--- src/rtl/vdp_super_palette.sv ---
// vdp_super_palette
//   16-entry 4:4:4 RGB palette RAM for the super-res pixel stage.
//   Read side : PALETTE_ADDR2 is sampled every clk; the addressed entry appears
//               on PALETTE_DATA_{R,G,B}2_OUT one clk later (old data on a
//               same-edge write to the same entry).
//   Write side: CPU writes an entry as two bytes (R/B, then G) at pal_ptr,
//               which then auto-increments modulo 16. pal_ptr_wr reloads the
//               pointer and restarts the byte sequence.
// Ports
//   clk, reset          system clock, asynchronous active-high reset
//   vdp_super           super-res enable; 0 drops pal_wr and clears the phase
//   pal_ptr_wr          strobe: load pal_ptr from pal_ptr_data
//   pal_ptr_data        new pointer value
//   pal_wr              strobe: pal_data holds a palette byte
//   pal_data            palette byte
//   PALETTE_ADDR2       read index from the pixel stage
//   PALETTE_DATA_*2_OUT registered colour nibbles of the previously addressed entry
//   pal_ptr             current write pointer
//   pal_phase           0 = expecting R/B byte, 1 = expecting G byte
module vdp_super_palette #(
  parameter int ENTRIES = 16
) (
  input  logic       clk,
  input  logic       reset,
  input  logic       vdp_super,
  input  logic       pal_ptr_wr,
  input  logic [3:0] pal_ptr_data,
  input  logic       pal_wr,
  input  logic [7:0] pal_data,
  input  logic [3:0] PALETTE_ADDR2,
  output logic [3:0] PALETTE_DATA_R2_OUT,
  output logic [3:0] PALETTE_DATA_G2_OUT,
  output logic [3:0] PALETTE_DATA_B2_OUT,
  output logic [3:0] pal_ptr,
  output logic       pal_phase
);

  localparam int IW = 4;

  typedef enum logic {
    PH_RB = 1'b0,
    PH_G  = 1'b1
  } phase_t;

  // Entry layout {R, G, B}
  logic [11:0] mem [ENTRIES];

  phase_t      phase_q, phase_d;
  logic [3:0]  ptr_q, ptr_d;
  logic [7:0]  stage_q, stage_d;   // {R, B} captured from the first byte
  logic        commit;

  always_comb begin
    phase_d = phase_q;
    ptr_d   = ptr_q;
    stage_d = stage_q;
    commit  = 1'b0;
    if (pal_ptr_wr) begin
      ptr_d   = pal_ptr_data;
      phase_d = PH_RB;
      stage_d = '0;
    end else if (!vdp_super) begin
      phase_d = PH_RB;
    end else if (pal_wr) begin
      case (phase_q)
        PH_RB: begin
          stage_d = pal_data;
          phase_d = PH_G;
        end
        PH_G: begin
          commit  = 1'b1;
          phase_d = PH_RB;
          ptr_d   = ptr_q + 4'd1;
        end
        default: phase_d = PH_RB;
      endcase
    end
  end

  always_ff @(posedge clk or posedge reset) begin
    if (reset) begin
      phase_q <= PH_RB;
      ptr_q   <= '0;
      stage_q <= '0;
    end else begin
      phase_q <= phase_d;
      ptr_q   <= ptr_d;
      stage_q <= stage_d;
    end
  end

  // Read and write share one block so the read sees the pre-write contents
  // on a same-edge collision.
  always_ff @(posedge clk or posedge reset) begin
    if (reset) begin
      for (int unsigned i = 0; i < ENTRIES; i++) begin
        mem[IW'(i)] <= {3{IW'(i)}};
      end
      PALETTE_DATA_R2_OUT <= '0;
      PALETTE_DATA_G2_OUT <= '0;
      PALETTE_DATA_B2_OUT <= '0;
    end else begin
      PALETTE_DATA_R2_OUT <= mem[PALETTE_ADDR2][11:8];
      PALETTE_DATA_G2_OUT <= mem[PALETTE_ADDR2][7:4];
      PALETTE_DATA_B2_OUT <= mem[PALETTE_ADDR2][3:0];
      if (commit) begin
        mem[ptr_q] <= {stage_q[7:4], pal_data[3:0], stage_q[3:0]};
      end
    end
  end

  assign pal_ptr   = ptr_q;
  assign pal_phase = (phase_q == PH_G);

endmodule
--- config.mk ---
export PLATFORM = sky130hd
export DESIGN_NAME = vdp_super_palette
export DESIGN_NICKNAME = d
export VERILOG_FILES = /design/src/rtl/vdp_super_palette.sv
export SDC_FILE = /design/constraint.sdc
export NUM_CORES = 1
export LEC_CHECK = 0
export ABC_CLOCK_PERIOD_IN_PS = 6850
export BUFFER_PORTS_ARGS = -buffer_cell sky130_fd_sc_hd__buf_2
export CAP_MARGIN = 20
export CORE_UTILIZATION = 30
export CTS_CLUSTER_DIAMETER = 80
export CTS_CLUSTER_SIZE = 20
export DETAILED_ROUTE_END_ITERATION = 10
export HOLD_SLACK_MARGIN = 0.02
export MAX_ROUTING_LAYER = met4
export PLACE_DENSITY = 0.58
export SLEW_MARGIN = 30
export SYNTH_ARGS = -nofsm -noshare
export SYNTH_HDL_FRONTEND = slang
export SYNTH_SLANG_ARGS = --single-unit
--- constraint.sdc ---
create_clock -name clk -period 6.85 [get_ports clk]
set_clock_uncertainty 0.15 [all_clocks]
set_input_delay 1.37 -clock clk [delete_from_list [all_inputs] [get_ports clk]]
set_output_delay 1.37 -clock clk [all_outputs]
set_load 0.02 [all_outputs]
==> flow_summary.yaml, run 1 <==
synthesis:
  yosys_warnings: 0
  ys_ff_latch: 217
  synth_area_per_cell_um2: 16.9
  syn_nets: 633
  ys_types: 31
  syn_inst: 608
  synth_area_um2: 10200
  yosysSeqAreaShare: 0.542
floorplan:
  die_h_um: 187
  coreArea_um2: 33600
  die_w_um: 187
  die_area_um2: 34900
  start_util: 0.305
  num_rows: 67
  ioPinCount: 38
timing:
  slew_violations: 0
  finalSetupViolations: 0
  max_freq_mhz: 290
  finalCritPeriodShare: 0.504
  tns_ns: 0
  max_slew_margin: 0.423
  hold_viol_final: 0
  worst_pin_slew_ns: 0.863
  min_period_ns: 3.45
  rsz0062_at_grt: "no"
drt:
  firstDrtPassIters: 4
  wl_met3_um: 683
  routed_wl_um: 21900
  wire_per_inst_um: 20.4
  vias: 5161
  ant_nets: 0
  remaining_drc_errors: 0
  via_per_inst: 4.81
  wl_met2_um: 9590
  drtIter0Drc: 363
  top_layer_used: "met4"
  met1_length_um: 11300
setup_path:
  crit_family: "simple AND/OR/NAND/NOR gates"
  arrival_ns: 3.66
  worstSetupPathType: "in -> reg"
  slowest_stage: "nand4_1"
  cp-end-kind: "flop"
  cp_max_fo: 16
  crit_required_ns: 7.06
  path_buf_inv: 1
  crit_path_cell_trace: "buf_2 > and4b_2 > nand4_1 > mux2_2"
  start_kind: "input pin"
  slowest_delay_ns: 0.80
final_layout:
  mostFrequentLayoutCells: "dfrtp_1, mux2_4, dfstp_2"
  diodes: 0
  drive_gt1_frac: 0.652
  final_common_cell: "dfrtp_1"
  nNetsFinal: 643
  fin_cells: 1074
  syn2layout_area_growth_pct: 9.03
global_route:
  antenna_found_initial: 0
  overflow: 0
  grt_pass1_wl_um: 35200
  track_usage: 0.134
  grt_max_degree: 132
  grt_pass1_vias: 5548
clock_tree:
  cts_setup_buffers: 0
  numCtsBuffers: 14
  path_clk_slew_ns: 0.08
  cts_hold_buffers: 0
  cts_resized: 0
  cts_tree: "built"
  clock_path_buffers: 3
  root_buffer: "clkbuf_16"
  cts_sinks: 217
  cts.htree.levels: 1
  insertion_delay_ns: 0.48
run_status:
  outcome: "complete, no violations"
placed_design:
  dp.cells: 1050
  finalWeightedCongestion: 0.725
  dp_hpwl_um: 13300
  port_buffers: 37
power:
  p_per_area_nw_per_um2: 211
  ir_drop_uv: 119
  p_leak_nw: 5.18
hold_path:
  hold_path.class: "reg -> reg"
job:
  cap_violations: 0
per-stage QoR:
step	total power [W]	util	hold WS, ns	instance area, um2	worst slack [ns]
after floorplan	0.00147	-	0.324	10300	2.58
after global placement	0.00153	0.320	0.333	10700	2.49
after detailed placement	0.00153	0.320	0.340	10800	2.87
after CTS	0.00239	0.332	0.361	11200	3.40
after global routing	0.00246	0.332	0.375	11200	3.28
final	0.00235	0.332	0.356	11200	3.40
Yosys cell counts, drive strengths merged:
cell,n,area (um2)
dfrtp,121,3030
mux2i,9,90.1
ha,4,50.1
and3,1,6.26
nand4,5,31.3
a22oi,24,180
dfstp,96,2520
clkbuf,18,67.6
inv,4,15.0
mux4,48,1080
or3,1,6.26
nand3,14,195
xor2,2,17.5
o21ai,4,20.0
buf,30,235
mux2,192,2540
nand2,15,56.3
and2,1,6.26
xnor2,1,8.76
nor2b,2,12.5
nor2,11,43.8
and2b,2,15.0
nand3b,1,7.51
and4b,1,10.0
a31oi,1,6.26
report_power, final:
part	switching [W]	internal (W)	leakage, nW
Clock	0.000433	0.000420	0.201
Sequential	0.0000295	0.00132	2.66
Combinational	0.0000938	0.0000625	2.31
area by class of cell:
type                            instances  area, um2
Timing Repair Buffer                   42        241
Sequential cell                       217       5550
Clock buffer                           24        419
Fill cell                            3224      22400
Multi-Input combinational cell        339       4390
Inverter                                4       18.8
Tap cell                              448        561
path summary, 6_finish.rpt:
kind | cells after the start | end | from | slack [ns]
setup / recovery | 4 | mem[20] | pal_ptr_wr | 3.40
hold / removal | 1 | mem[167] | mem[167] | 0.36
setup reg to reg | 3 | mem[20] | pal_phase | 4.09
hold reg to reg | 1 | mem[167] | mem[167] | 0.36
max in group asynchronous | 3 | mem[119] | reset | 4.56
min in group asynchronous | 2 | mem[164] | reset | 0.82
metal layers:
metal	global-route usage	up-vias
li1	-	2267
met1	0.204	2796
met2	0.189	79
met3	0.0206	19
met4	0.0246	0
met5	-	-
cell families (layout without fill, tap and decap cells):
| kind of cell | after synthesis | count (layout) | share of synthesized area |
|---|---|---|---|
| flip-flops | 217 | 217 | 0.542 |
| XOR/XNOR | 3 | 3 | 0.00256 |
| AO/OA/AOI/OAI | 29 | 29 | 0.0201 |
| adder cells (fa/ha/maj) | 4 | 4 | 0.00488 |
| buffers and inverters | 52 | 70 | 0.0310 |
| AND/OR/NAND/NOR | 54 | 54 | 0.0381 |
| multiplexers | 249 | 249 | 0.362 |
flip-flops by register name (all words and copies together), names as in the netlist:
name / flops
PALETTE_DATA_B2_OUT: 4
PALETTE_DATA_G2_OUT: 4
PALETTE_DATA_R2_OUT: 4
mem: 192
pal_phase: 1
pal_ptr: 4
stage_q: 8
Note: power is estimated with default switching activity, not from simulation.
==> run 2: changes to the inputs <==
ABC_CLOCK_PERIOD_IN_PS = 2770   (was 6850)
clock period = 2.77 ns   (was 6.85 ns; I/O delays follow)
==> run 2 against run 1 <==
Worst hold slack got worse by 0.22 ns. Sequential cell count stayed put. Setup slack got worse by 2.6 ns. Routed wire length fell by 1.1%. Utilization increased by 0.54 points. Sequential share of layout area decreased by 0.80 points. Clock-buffer cell count is 2 lower. Via count grew 2.0%. Global-route usage down 0.18 points. Sequential power grew 150%.
==> flow_summary.yaml, run 2 (same netlist as run 1, synthesis figures left out) <==
run_status:
  outcome: "complete, no violations"
final_layout:
  mostFrequentLayoutCells: "dfrtp_1, mux2_4, dfstp_2"
  nNetsFinal: 661
  fin_util: 0.338
  largest_reg_flops: 192
  top_regs: "mem (192), stage_q (8)"
  syn2layout_area_growth_pct: 10.8
  drive_gt1_frac: 0.659
  top_register: "mem"
  diodes: 0
  final_common_cell: "dfrtp_1"
  final_area_um2: 11400
timing:
  finalCritPeriodShare: 0.717
  setup_ws_ns: 0.783
  min_period_ns: 1.99
  max_freq_mhz: 503
  finalSetupViolations: 0
  max_slew_margin: 0.519
  worst_pin_slew_ns: 0.721
  slew_violations: 0
  rsz0062_at_grt: "no"
  hold_viol_final: 0
clock_tree:
  cts_setup_buffers: 0
  cts_resized: 0
  path_clk_slew_ns: 0.08
  clock_path_buffers: 3
  cts_hold_buffers: 1
  numCtsBuffers: 14
  root_buffer: "clkbuf_16"
  cts_sinks: 217
  insertion_delay_ns: 0.47
  cts_tree: "built"
  cts.htree.levels: 1
floorplan:
  num_rows: 67
  die_h_um: 187
  die_area_um2: 34900
  start_util: 0.305
  die_w_um: 187
  ioPinCount: 38
  coreArea_um2: 33600
placed_design:
  postPlaceCellArea_um2: 10900
  finalWeightedCongestion: 0.754
  dp_slack_ns: 0.455
  dp_hpwl_um: 13900
  port_buffers: 37
setup_path:
  worstSetupPathType: "reg -> reg"
  cp-end-kind: "flop"
  cp_max_fo: 12
  crit_required_ns: 2.98
  arrival_ns: 2.20
  start_kind: "flop"
job:
  cap_violations: 0
power:
  ir_drop_uv: 309
  p_per_area_nw_per_um2: 510
  p_leak_nw: 5.28
  finalPower_w: 0.00579
drt:
  via_per_inst: 4.83
  ant_nets: 0
  drtIter0Drc: 268
  remaining_drc_errors: 0
  routed_wl_um: 21600
  firstDrtPassIters: 4
  wire_per_inst_um: 19.8
  vias: 5265
global_route:
  antenna_found_initial: 0
  grt_pass1_vias: 5590
  track_usage: 0.132
  grt_max_degree: 63
  overflow: 0
  grt_pass1_wl_um: 35100
hold_path:
  hold_path.class: "in -> reg"
## run 2: critical path, stage by stage, from the launching register on
cell and delay [ns]:
dfrtp_1 0.51, and2b_1 0.47, nand3_4 0.34, mux2_4 0.39
## run 2: final timing paths
path / from / to / slack (ns) / cells after the start
max: pal_ptr[2] / mem[89] / 0.78 / 3
min: pal_ptr_data[0] / pal_ptr[0] / 0.14 / 3
min in group asynchronous: reset / mem[127] / 0.55 / 3
min reg2reg: mem[159] / mem[159] / 0.36 / 1
max reg2reg: pal_ptr[2] / mem[89] / 0.78 / 3
max in group asynchronous: reset / mem[46] / 1.15 / 4
## run 2: layer usage
| layer | vias to the layer above | wire [um] | GRT usage |
|---|---|---|---|
| met5 | - | 0 | - |
| met4 | 0 | 252 | 0.0214 |
| met3 | 17 | 841 | 0.0178 |
| met2 | 84 | 9560 | 0.190 |
| met1 | 2864 | 11000 | 0.201 |
| li1 | 2300 | - | - |
## run 2: report_power, final
group	total, W	switching (W)	internal (W)
clock	0.00206	0.00105	0.00101
sequential	0.00332	0.0000702	0.00325
combinational	0.000408	0.000234	0.000174
total	0.00579	0.00136	0.00443
## run 2: layout make-up
cell class | count | area (um2)
sequential | 217 | 5550
clock inverter | 1 | 5.00
multi-input combinational | 339 | 4380
timing repair buffer | 60 | 438
clock buffer | 22 | 402
fill | 3209 | 22300
inverter | 4 | 18.8
tap | 448 | 561
## run 2: through the flow
step	hold slack, ns	setup TNS (ns)	cells
3_5_place_dp	0.338	0	1067
2_1_floorplan	0.324	-82.49	608
5_1_grt	0.126	0	1091
4_1_cts	0.120	0	1091
6_report	0.139	0	1091
3_3_place_gp	0.334	0	1067
==> run 3: changes to the inputs <==
ABC_CLOCK_PERIOD_IN_PS = 1600   (was 2770)
clock period = 1.6 ns   (was 2.77 ns; I/O delays follow)
==> run 3 against run 2 <==
The flow now finishes with violations (negative setup slack). Register-to-register slack got worse by 0.94 ns. Design area increased by 10%. Sequential share of layout area is 4.4 points lower. Clock-buffer cell count up 1. Worst hold slack worse by 0.064 ns. Global-route usage rose by 1.2 points. First-iteration DRC count increased by 2.2%. Combinational power rose by 130%. Critical endpoint is now mem[77].
==> flow_summary.yaml, run 3 (same netlist as run 1, synthesis figures left out) <==
timing:
  min_period_ns: 1.75
  tns_ns: -19.02
  hold_viol_final: 0
  worst_pin_slew_ns: 0.862
  finalSetupViolations: 194
  rsz0062_at_grt: "yes"
  finalCritPeriodShare: 1.09
  setup_ws_ns: -0.152
  slew_violations: 0
  max_slew_margin: 0.424
  max_freq_mhz: 571
drt:
  met1_length_um: 11800
  vias: 5572
  remaining_drc_errors: 0
  wire_per_inst_um: 20.4
  wl_met2_um: 10600
  wl_met3_um: 1010
  drtIter0Drc: 274
  ant_nets: 0
  via_per_inst: 4.77
  top_layer_used: "met4"
  routed_wl_um: 23800
  firstDrtPassIters: 4
power:
  p_leak_nw: 5.84
  ir_drop_uv: 512
  p_per_area_nw_per_um2: 824
final_layout:
  top_register: "mem"
  drive_gt1_frac: 0.703
  final_common_cell: "dfrtp_1"
  fillers: 3157
  top_regs: "mem (192), stage_q (8)"
  largest_reg_flops: 192
  diodes: 0
  final_area_um2: 12500
  nNetsFinal: 737
  syn2layout_area_growth_pct: 22.0
  mostFrequentLayoutCells: "dfrtp_1, mux2_4, dfstp_2"
  fin_cells: 1168
floorplan:
  num_rows: 67
  ioPinCount: 38
  die_area_um2: 34900
  die_h_um: 187
  die_w_um: 187
  coreArea_um2: 33600
  start_util: 0.305
global_route:
  antenna_found_initial: 0
  grt_pass1_wl_um: 37800
  grt_max_degree: 80
  overflow: 0
  grt_pass1_vias: 6018
  track_usage: 0.144
run_status:
  violations: "negative setup slack"
  outcome: "finished, violations left"
setup_path:
  crit_required_ns: 1.81
  arrival_ns: 1.97
  cp-end-kind: "flop"
  start_kind: "flop"
  cp_max_fo: 16
  worstSetupPathType: "reg -> reg"
clock_tree:
  path_clk_slew_ns: 0.09
  cts.htree.levels: 1
  numCtsBuffers: 14
  cts_sinks: 217
  root_buffer: "clkbuf_16"
  insertion_delay_ns: 0.47
  cts_tree: "built"
  clock_path_buffers: 3
placed_design:
  dp_hpwl_um: 15400
  dp.cells: 1116
  port_buffers: 37
  finalWeightedCongestion: 0.769
  dp_slack_ns: -0.355
  postPlaceCellArea_um2: 11600
hold_path:
  hold_path.class: "in -> reg"
job:
  cap_violations: 0
## run 3: what timing repair did
action                                  CTS  global route
endpoints found under the setup margin  197           199
hold buffers                              9             0
pin swaps                                 2             4
buffers inserted                         11             4
cloned                                    3             1
gates resized for setup                  41            17
hold endpoints to repair                136             0
## run 3: area by class of cell
cell class	count	area [um2]	share of cell area
clock buffers	23	405	0.0324
clock inverters	1	5.00	0.000400
inverters	4	23.8	0.00190
multi-input cells	340	4500	0.360
flip-flops and latches	217	5560	0.444
well taps	448	561	0.0448
repair buffers	135	1460	0.116
## run 3: metal layers
layer / global-route usage / vias to the layer above
li1: - / 2447
met1: 0.216 / 3005
met2: 0.210 / 100
met3: 0.0193 / 20
met4: 0.0233 / 0
met5: - / -
## run 3: worst paths after layout
check | start | endpoint | slack, ns | cells past startpoint
max in group asynchronous | reset | mem[14] | 0.49 | 5
worst min-delay path | vdp_super | pal_phase | 0.08 | 3
min in group asynchronous | reset | mem[184] | 0.30 | 4
worst min register to register | mem[107] | mem[107] | 0.36 | 1
worst max-delay path | pal_phase | mem[77] | -0.15 | 6
worst max register to register | pal_phase | mem[77] | -0.15 | 6
## run 3: report_power, final
group          leakage (nW)  switching, W  total [W]  internal [W]
Sequential             2.66      0.000125    0.00576       0.00563
Combinational          2.98      0.000468   0.000939      0.000471
Clock                 0.198       0.00185    0.00360       0.00175
## run 3: per-stage QoR
step	hold slack [ns]	util	power, W
floorplan	0.277	-	0.00631
global placement	0.242	0.344	0.00668
detailed placement	0.251	0.344	0.00669
CTS	0.0451	0.369	0.0105
global route	0.0602	0.372	0.0107
finish	0.0751	0.372	0.0103
## run 3: worst max-delay path, stage by stage (launching register included)
cell	delay (ns)
dfrtp_1	0.39
and4b_2	0.23
buf_12	0.17
buf_12	0.13
nand3_4	0.08
buf_12	0.17
mux2_4	0.31
